[config.mk]
export PLATFORM = sky130hd
export DESIGN_NAME = mssd_frame_sequencer_flat
export DESIGN_NICKNAME = d
export VERILOG_FILES = /design/src/rtl/mssd_frame_sequencer_if.sv /design/src/rtl/mssd_frame_sequencer.sv /design/src/flat_wrapper.sv
export SDC_FILE = /design/constraint.sdc
export NUM_CORES = 1
export LEC_CHECK = 0
export ABC_AREA = 1
export CAP_MARGIN = 15
export CORE_ASPECT_RATIO = 0.75
export CORE_MARGIN = 5
export CORE_UTILIZATION = 50
export DETAILED_ROUTE_END_ITERATION = 10
export GPL_ROUTABILITY_DRIVEN = 0
export HOLD_SLACK_MARGIN = 0.15
export MAX_ROUTING_LAYER = met4
export PLACE_DENSITY = 0.73
export SLEW_MARGIN = 20
export SYNTH_ARGS = -nofsm -noshare
export SYNTH_HDL_FRONTEND = slang
export SYNTH_SLANG_ARGS = --single-unit
[constraint.sdc]
create_clock -name clk -period 1.4 [get_ports clk]
set_input_delay 0.28 -clock clk [delete_from_list [all_inputs] [get_ports clk]]
set_output_delay 0.28 -clock clk [all_outputs]
set_load 0.02 [all_outputs]
[src/rtl/mssd_frame_sequencer_if.sv]
// Handshake bundle for mssd_frame_sequencer: serial input, byte output stream and status pulses.
// master = the sequencer, slave = the serial source / byte consumer.
interface mssd_frame_sequencer_if;
    logic       si;
    logic       out_ready;
    logic [7:0] out_data;
    logic [1:0] out_port;
    logic       out_valid;
    logic       frame_done;
    logic       error;
    logic       busy;

    modport master (
        input  si, out_ready,
        output out_data, out_port, out_valid, frame_done, error, busy
    );

    modport slave (
        output si, out_ready,
        input  out_data, out_port, out_valid, frame_done, error, busy
    );
endinterface

[src/rtl/mssd_frame_sequencer.sv]
// Serial frame sequencer: start bit, 2-bit port, 4-bit count N, then N MSB-first bytes.
// Define MSSD_PARITY_EN to add an even-parity bit after every data byte.
module mssd_frame_sequencer (
    input logic                    clk,
    input logic                    rst,
    mssd_frame_sequencer_if.master bus
);
    typedef enum logic [1:0] {IDLE, HDR, DATA, DRAIN} state_t;

`ifdef MSSD_PARITY_EN
    localparam logic [3:0] BIT_LAST = 4'd8;
    logic [7:0] shift;
    logic       parity_ok;
`else
    localparam logic [3:0] BIT_LAST = 4'd7;
    logic [6:0] shift;
`endif

    state_t     state;
    logic [3:0] bit_cnt;
    logic [3:0] byte_cnt;
    logic [1:0] port_q;
    logic [5:0] hdr_word;
    logic [7:0] data_byte;
    logic       stall;

    always_comb begin
        hdr_word = {shift[4:0], bus.si};
`ifdef MSSD_PARITY_EN
        data_byte = shift;
        parity_ok = ~(^{shift, bus.si});
`else
        data_byte = {shift, bus.si};
`endif
        stall = bus.out_valid & ~bus.out_ready;
    end

    always_ff @(posedge clk or posedge rst) begin
        if (rst) begin
            state          <= IDLE;
            bit_cnt        <= '0;
            byte_cnt       <= '0;
            shift          <= '0;
            port_q         <= '0;
            bus.out_data   <= '0;
            bus.out_port   <= '0;
            bus.out_valid  <= 1'b0;
            bus.frame_done <= 1'b0;
            bus.error      <= 1'b0;
            bus.busy       <= 1'b0;
        end else begin
            bus.frame_done <= 1'b0;
            bus.error      <= 1'b0;
            if (bus.out_valid && bus.out_ready)
                bus.out_valid <= 1'b0;

            case (state)
                IDLE: begin
                    if (!bus.si) begin
                        state    <= HDR;
                        bus.busy <= 1'b1;
                        bit_cnt  <= '0;
                    end
                end

                HDR: begin
                    shift <= {shift[$bits(shift)-2:0], bus.si};
                    if (bit_cnt == 4'd5) begin
                        port_q   <= hdr_word[5:4];
                        byte_cnt <= hdr_word[3:0];
                        bit_cnt  <= '0;
                        if (hdr_word[3:0] == 4'd0) begin
                            state          <= IDLE;
                            bus.busy       <= 1'b0;
                            bus.frame_done <= 1'b1;
                        end else begin
                            state <= DATA;
                        end
                    end else begin
                        bit_cnt <= bit_cnt + 4'd1;
                    end
                end

                DATA: begin
                    if (bit_cnt != BIT_LAST) begin
                        shift   <= {shift[$bits(shift)-2:0], bus.si};
                        bit_cnt <= bit_cnt + 4'd1;
                    end else begin
                        bit_cnt <= '0;
                        // A bad-parity byte is dropped before the overflow check can see it.
`ifdef MSSD_PARITY_EN
                        if (!parity_ok) begin
                            bus.error <= 1'b1;
                            byte_cnt  <= byte_cnt - 4'd1;
                            if (byte_cnt == 4'd1)
                                state <= DRAIN;
                        end else
`endif
                        if (stall) begin
                            bus.error     <= 1'b1;
                            bus.out_valid <= 1'b0;
                            bus.busy      <= 1'b0;
                            byte_cnt      <= '0;
                            state         <= IDLE;
                        end else begin
                            bus.out_data  <= data_byte;
                            bus.out_port  <= port_q;
                            bus.out_valid <= 1'b1;
                            byte_cnt      <= byte_cnt - 4'd1;
                            if (byte_cnt == 4'd1)
                                state <= DRAIN;
                        end
                    end
                end

                DRAIN: begin
                    // Also covers a dropped final byte, where nothing is pending.
                    if (!bus.out_valid || bus.out_ready) begin
                        bus.out_valid  <= 1'b0;
                        bus.frame_done <= 1'b1;
                        bus.busy       <= 1'b0;
                        state          <= IDLE;
                    end
                end

                default: state <= IDLE;
            endcase
        end
    end
endmodule

[src/flat_wrapper.sv]
// flat-port wrapper written by rule: the top's interface ports become plain ports
module mssd_frame_sequencer_flat 
  (clk, rst, bus_si, bus_out_ready, bus_out_data, bus_out_port, bus_out_valid, bus_frame_done, bus_error, bus_busy);
  mssd_frame_sequencer_if bus_i ();
  input logic clk;
  input logic rst;
  input wire logic [$bits(bus_i.si)-1:0] bus_si;
  input wire logic [$bits(bus_i.out_ready)-1:0] bus_out_ready;
  output wire logic [$bits(bus_i.out_data)-1:0] bus_out_data;
  output wire logic [$bits(bus_i.out_port)-1:0] bus_out_port;
  output wire logic [$bits(bus_i.out_valid)-1:0] bus_out_valid;
  output wire logic [$bits(bus_i.frame_done)-1:0] bus_frame_done;
  output wire logic [$bits(bus_i.error)-1:0] bus_error;
  output wire logic [$bits(bus_i.busy)-1:0] bus_busy;
  assign bus_i.si = bus_si;
  assign bus_i.out_ready = bus_out_ready;
  assign bus_out_data = bus_i.out_data;
  assign bus_out_port = bus_i.out_port;
  assign bus_out_valid = bus_i.out_valid;
  assign bus_frame_done = bus_i.frame_done;
  assign bus_error = bus_i.error;
  assign bus_busy = bus_i.busy;
  mssd_frame_sequencer u_core (.clk(clk), .rst(rst), .bus(bus_i));
endmodule
== Yosys cells after proc, flatten, opt, wreduce, memory -nomap -nowiden ==
Index checks and enable logic that the tools add are counted.

* Register bits after elaboration: 33
* Input bits: 4

* $add $sub $neg: 2
* Equal/unequal tests: 14
* Multiplexer cells: 37
* Bitwise operators: 4
* Reductions and logical operators: 14

{| class="wikitable"
|+ Operators by type and width
! kind !! count
|-
| $mux W4 || 6
|-
| $mux W1 || 16
|-
| $mux W2 || 7
|-
| $pmux W7 S2 || 1
|-
| $pmux W4 S3 || 1
|-
| $ne A2 B1 Y1 const B || 5
|-
| $pmux W2 S4 || 1
|-
| $pmux W4 S2 || 1
|-
| $mux W7 || 1
|-
| $reduce_and A2 Y1 || 3
|-
| $reduce_and A3 Y1 || 2
|-
| $reduce_and A6 Y1 || 1
|-
| $reduce_and A5 Y1 || 1
|-
| $add A4 B1 Y4 const B || 1
|-
| $eq A2 B2 Y1 const B || 2
|-
| $eq A4 B1 Y1 const B || 1
|-
| $eq A4 B3 Y1 const B || 1
|-
| $logic_not A4 Y1 || 1
|-
| $ne A2 B2 Y1 const B || 2
|-
| $ne A4 B3 Y1 const B || 1
|-
| $pmux W1 S2 || 2
|-
| $pmux W1 S4 || 1
|-
| $sub A4 B1 Y4 const B || 1
|-
| $ne A3 B1 Y1 const B || 1
|-
| other kinds (9) || 11
|}

== Logic depth before layout (Yosys ltp) ==
* Depth in word-level cells: 5
* Mapped depth: 9
* Depth with buffers taken out: 9

== Least setup slack after synthesis ==
No wires, ideal clock.

* Path type: reg-to-reg
* Start point: register u_core.state[0]
* End point: register u_core.bus.out_data[2]
* Library setup time: 118 ps
* Data arrival time: 1386 ps
* Required time: 1282 ps
* Slack: -104 ps
* Stages on the path, launching flop included: 8
* Period minus slack after synthesis: 1504 ps
* Cell sequence: dfrtp_1 -> inv_1 -> ha_1 -> nand4_2 -> or2_4 -> buf_6 -> nand2_1 -> o21ai_2

* Word-level cells in the longest chain between the ends: 2

{| class="wikitable"
|+ Ends and longest elaborated chain
! element !! RTL line !! RTL
|-
| start: declaration || mssd_frame_sequencer.sv:19 || <nowiki>state_t state;</nowiki>
|-
| start signal: assignment || mssd_frame_sequencer.sv:40 || <nowiki>state <= IDLE;</nowiki>
|-
| start signal: assignment || mssd_frame_sequencer.sv:60 || <nowiki>state <= HDR;</nowiki>
|-
| start signal: assignment || mssd_frame_sequencer.sv:73 || <nowiki>state <= IDLE;</nowiki>
|-
| $eq A2 B2 Y1 || mssd_frame_sequencer.sv:57 || <nowiki>case (state)</nowiki>
|-
| $reduce_and A3 Y1 (no line) || -- ||
|-
| end signal: assignment || mssd_frame_sequencer.sv:106 || <nowiki>bus.out_data <= data_byte;</nowiki>
|-
| end: declaration || mssd_frame_sequencer_if.sv:15 || <nowiki>output out_data, out_port, out_valid, frame_done, error, busy</nowiki>
|}

Every way passes these cells.
A chain may end at the register's enable or synchronous reset.

== Worst setup path in the final report ==
* Start point: register u_core.state[0]
* End point: register u_core.shift[4]

* Word-level cells in the longest chain between the ends: 3

{| class="wikitable"
|+ Ends and longest elaborated chain
! element !! RTL line !! RTL
|-
| $eq A2 B2 Y1 / $eq A2 B1 Y1 (equally long branches) || mssd_frame_sequencer.sv:57 ||
|-
| $ne A2 B1 Y1 (no line) / $reduce_bool A2 Y1 (equally long branches) || -- ||
|-
| $reduce_and A2 Y1 (no line) || -- ||
|-
| end signal: assignment || mssd_frame_sequencer.sv:67 || <nowiki>shift <= {shift[$bits(shift)-2:0], bus.si};</nowiki>
|-
| end signal: assignment || mssd_frame_sequencer.sv:86 || <nowiki>shift <= {shift[$bits(shift)-2:0], bus.si};</nowiki>
|-
| end: declaration || mssd_frame_sequencer.sv:16 || <nowiki>logic [6:0] shift;</nowiki>
|}

Parallel ways exist; a longest one is shown, timed or not.

==> impl_metrics.ini <==
[die]
die_width_um = 76.3
io_pins = 18
die_h_um = 59.7
die_area_um2 = 4560
fp-row-count = 18
start_util_pct = 51.2
core_area_um2 = 3220

[power]
seqPwrFrac_pct = 31.7
p_int_w = 0.00252
clkPwrFrac_pct = 16.4
switching_share_pct = 41.7
leakagePower_nw = 1.12
powerDensity_nw_per_um2 = 1840
p_sw_w = 0.00181
ir_drop_mv = 1.10
combPwrFrac_pct = 51.9

[place]
place_area_um2 = 1970
hpwl_mm = 2.49
io_buffers = 17

[timing]
worst_pin_slew_ps = 345
skew_ps = 4.35
period_needed_ps = 1480
setup_viol = 22
setup_slack_ps = -82.6
min_period_over_period_pct = 106
slew_headroom_pct = 77.0
rsz0062_at_grt = yes
finalMaxSlewViolations = 0
finalHoldViolCount = 0
timing.hold.ws_ps = 331
fmax_mhz = 675

[logic_synthesis]
yosys.area_share.simple_pct = 20.3
synth_top_family_by_area = simple AND/OR/NAND/NOR gates
synth_top_cell_by_area = dfrtp_1
synthMuxAreaShare_pct = 0
synth_seq_cells = 33
synth_compound_area_share_pct = 13.4
synth_area_um2 = 1650
syn_inst = 189
yosysWarningCount = 0
ys_seq_area_share_pct = 50.1
synth_top_area_share_pct = 50.1
synth_cell_type_count = 20
syn_area_per_cell_um2 = 8.72
synthAdderAreaFrac_pct = 6.83
netlist_top_cells_area = dfrtp_1, nand2_1, ha_1
yosys.area_share.xor_xnor_pct = 1.06
syn_nets = 202

[drt]
viasPerCell = 5.30
wirelength_mm = 4.34
post-route-drc-count = 0
drt_pass1_iterations = 4
drt_iter0_drc = 178
vias = 1480
wire_per_inst_um = 15.6
ant_nets = 0

[clocking]
cts_root_buffer = clkbuf_8
clkLatencyLatePin_ps = 290
h-tree-depth = 2
cts_tree = yes
clockBufferDepth = 2
path_clk_slew_ps = 70
numCtsBuffers = 5
clock_sinks = 33

[setup_path]
end_kind = flip-flop
startpoint_type = flip-flop
cp.required_ps = 1560
slowest_stage = dfrtp_2
crit_chain = inv_4, ha_4, inv_1, nand2_1, nand2_2, nand2_1, o21ai_0
max_stage_delay_ps = 450
worstSetupPathType = reg -> reg
cp_common_cell = nand2_1
cp.arrival_ps = 1640
cp_max_fo = 14

[status]
violations = setup timing
status = complete, but fails checks

[final_layout]
drive_gt1_share_pct = 38.1
nNetsFinal = 251
mostFrequentLayoutCells = nand2_1, dfrtp_1, buf_4
multi_input_comb_area_um2 = 886
stdcell_area_um2 = 2350
regArea_um2 = 831
syn_to_final_growth_pct = 42.5
antenna_cells = 0
utilization_pct = 72.9
layout_commonest_cell = nand2_1
n_fill_cell = 233

[global_routing]
grt_pass1_vias = 1459
grtUsageTotal_pct = 20.5
antenna_found_initial = 0
grt_max_degree = 34
grt_remaining_overflow = 0
grt_pass1_wl_mm = 6.94

[run]
drv_cap = 0

[hold_path]
hold_class = in -> async
[power groups by stage]
stage | sequential [W] | clock, W | combinational [W]
after floorplan | 0.00136 | 0 | 0.000952
after global placement | 0.00134 | 0 | 0.00144
after detailed placement | 0.00136 | 0 | 0.00152
after CTS | 0.00134 | 0.000719 | 0.00185
after global routing | 0.00140 | 0.000764 | 0.00245
final | 0.00137 | 0.000710 | 0.00225
[per-layer routing]
layer  share of wire (%)  vias up  global-route usage (%)
met5                   0        -                       -
li1                    -      704                       -
met3                 6.3       12                    4.67
met4                 2.0        0                    8.98
met1                  42      707                    24.1
met2                  49       57                    34.3
[metrics by stage]
stage / std cells / setup WS (ps) / total power (W) / setup TNS, ps
3_3_place_gp: 257 / -125 / 0.00278 / -1340
6_report: 279 / -82.6 / 0.00433 / -725
3_5_place_dp: 257 / -220 / 0.00287 / -2450
2_1_floorplan: 189 / 9.20 / 0.00232 / 0
4_1_cts: 279 / -13.5 / 0.00392 / -55.8
5_1_grt: 279 / -182 / 0.00461 / -2510
[path summary, 6_finish.rpt]
kind | start | endpoint | slack (ps) | cells after the start
max in group asynchronous | rst | u_core.state[0] | 890 | 3
max | u_core.state[0] | u_core.shift[4] | -80 | 7
min | rst | u_core.bus.frame_done | 330 | 3
max reg2reg | u_core.state[0] | u_core.shift[4] | -80 | 7
min reg2reg | u_core.bus.out_data[6] | u_core.bus.out_data[6] | 480 | 2
min in group clk | u_core.bus.out_data[6] | u_core.bus.out_data[6] | 480 | 2
[logic make-up after synthesis]
logic type | count (synthesis)
compound gates | 36
fa+ha+maj | 9
buf+inv | 31
simple gates | 78
flops | 33
xor+xnor | 2
[layout make-up]
class	count	area share, %
Timing Repair Buffer	44	16.5
Clock buffer	5	2.93
Inverter	27	4.64
Multi-Input combinational cell	127	37.7
Sequential cell	33	35.4
Tap cell	40	2.13
Clock inverter	3	0.746
[worst max-delay path: cells and delay by family, from the launching register on]
kind | cells | cell delay (ps)
AOI/OAI and AO/OA | 1 | 110
buffers and inverters | 2 | 160
DFF | 1 | 450
and+or+nand+nor | 3 | 440
adders and majority gates | 1 | 190
[synth_stat cells]
| master | count |
|---|---|
| nand2_1 | 52 |
| nand3_1 | 9 |
| a21oi_1 | 5 |
| inv_1 | 27 |
| nand4_2 | 1 |
| or2_4 | 1 |
| nand4_1 | 3 |
| buf_6 | 2 |
| o21ai_0 | 18 |
| nand3b_1 | 1 |
| o22ai_1 | 3 |
| nor2_2 | 1 |
| dfrtp_1 | 33 |
| ha_1 | 9 |
| or2_2 | 1 |
| o21ai_2 | 10 |
| xor2_1 | 2 |
| nor2_1 | 9 |
| buf_2 | 1 |
| buf_4 | 1 |
[registers in the layout, summed over array words and instances, names as in the netlist]
name / count
u_core.bus.busy: 1
u_core.bus.out_port: 2
u_core.port_q: 2
u_core.bus.error: 1
u_core.bus.out_valid: 1
u_core.bus.out_data: 8
u_core.byte_cnt: 4
u_core.state: 2
u_core.bus.frame_done: 1
u_core.shift: 7
u_core.bit_cnt: 4
[what timing repair did]
action,CTS,global route
pin swaps,6,15
endpoints found under the hold margin,0,0
buffers inserted,12,0
gates cloned,2,0
resized for setup,50,35
setup endpoints to repair,44,32
hold buffers,0,0
(Power assumes the default switching activity.)
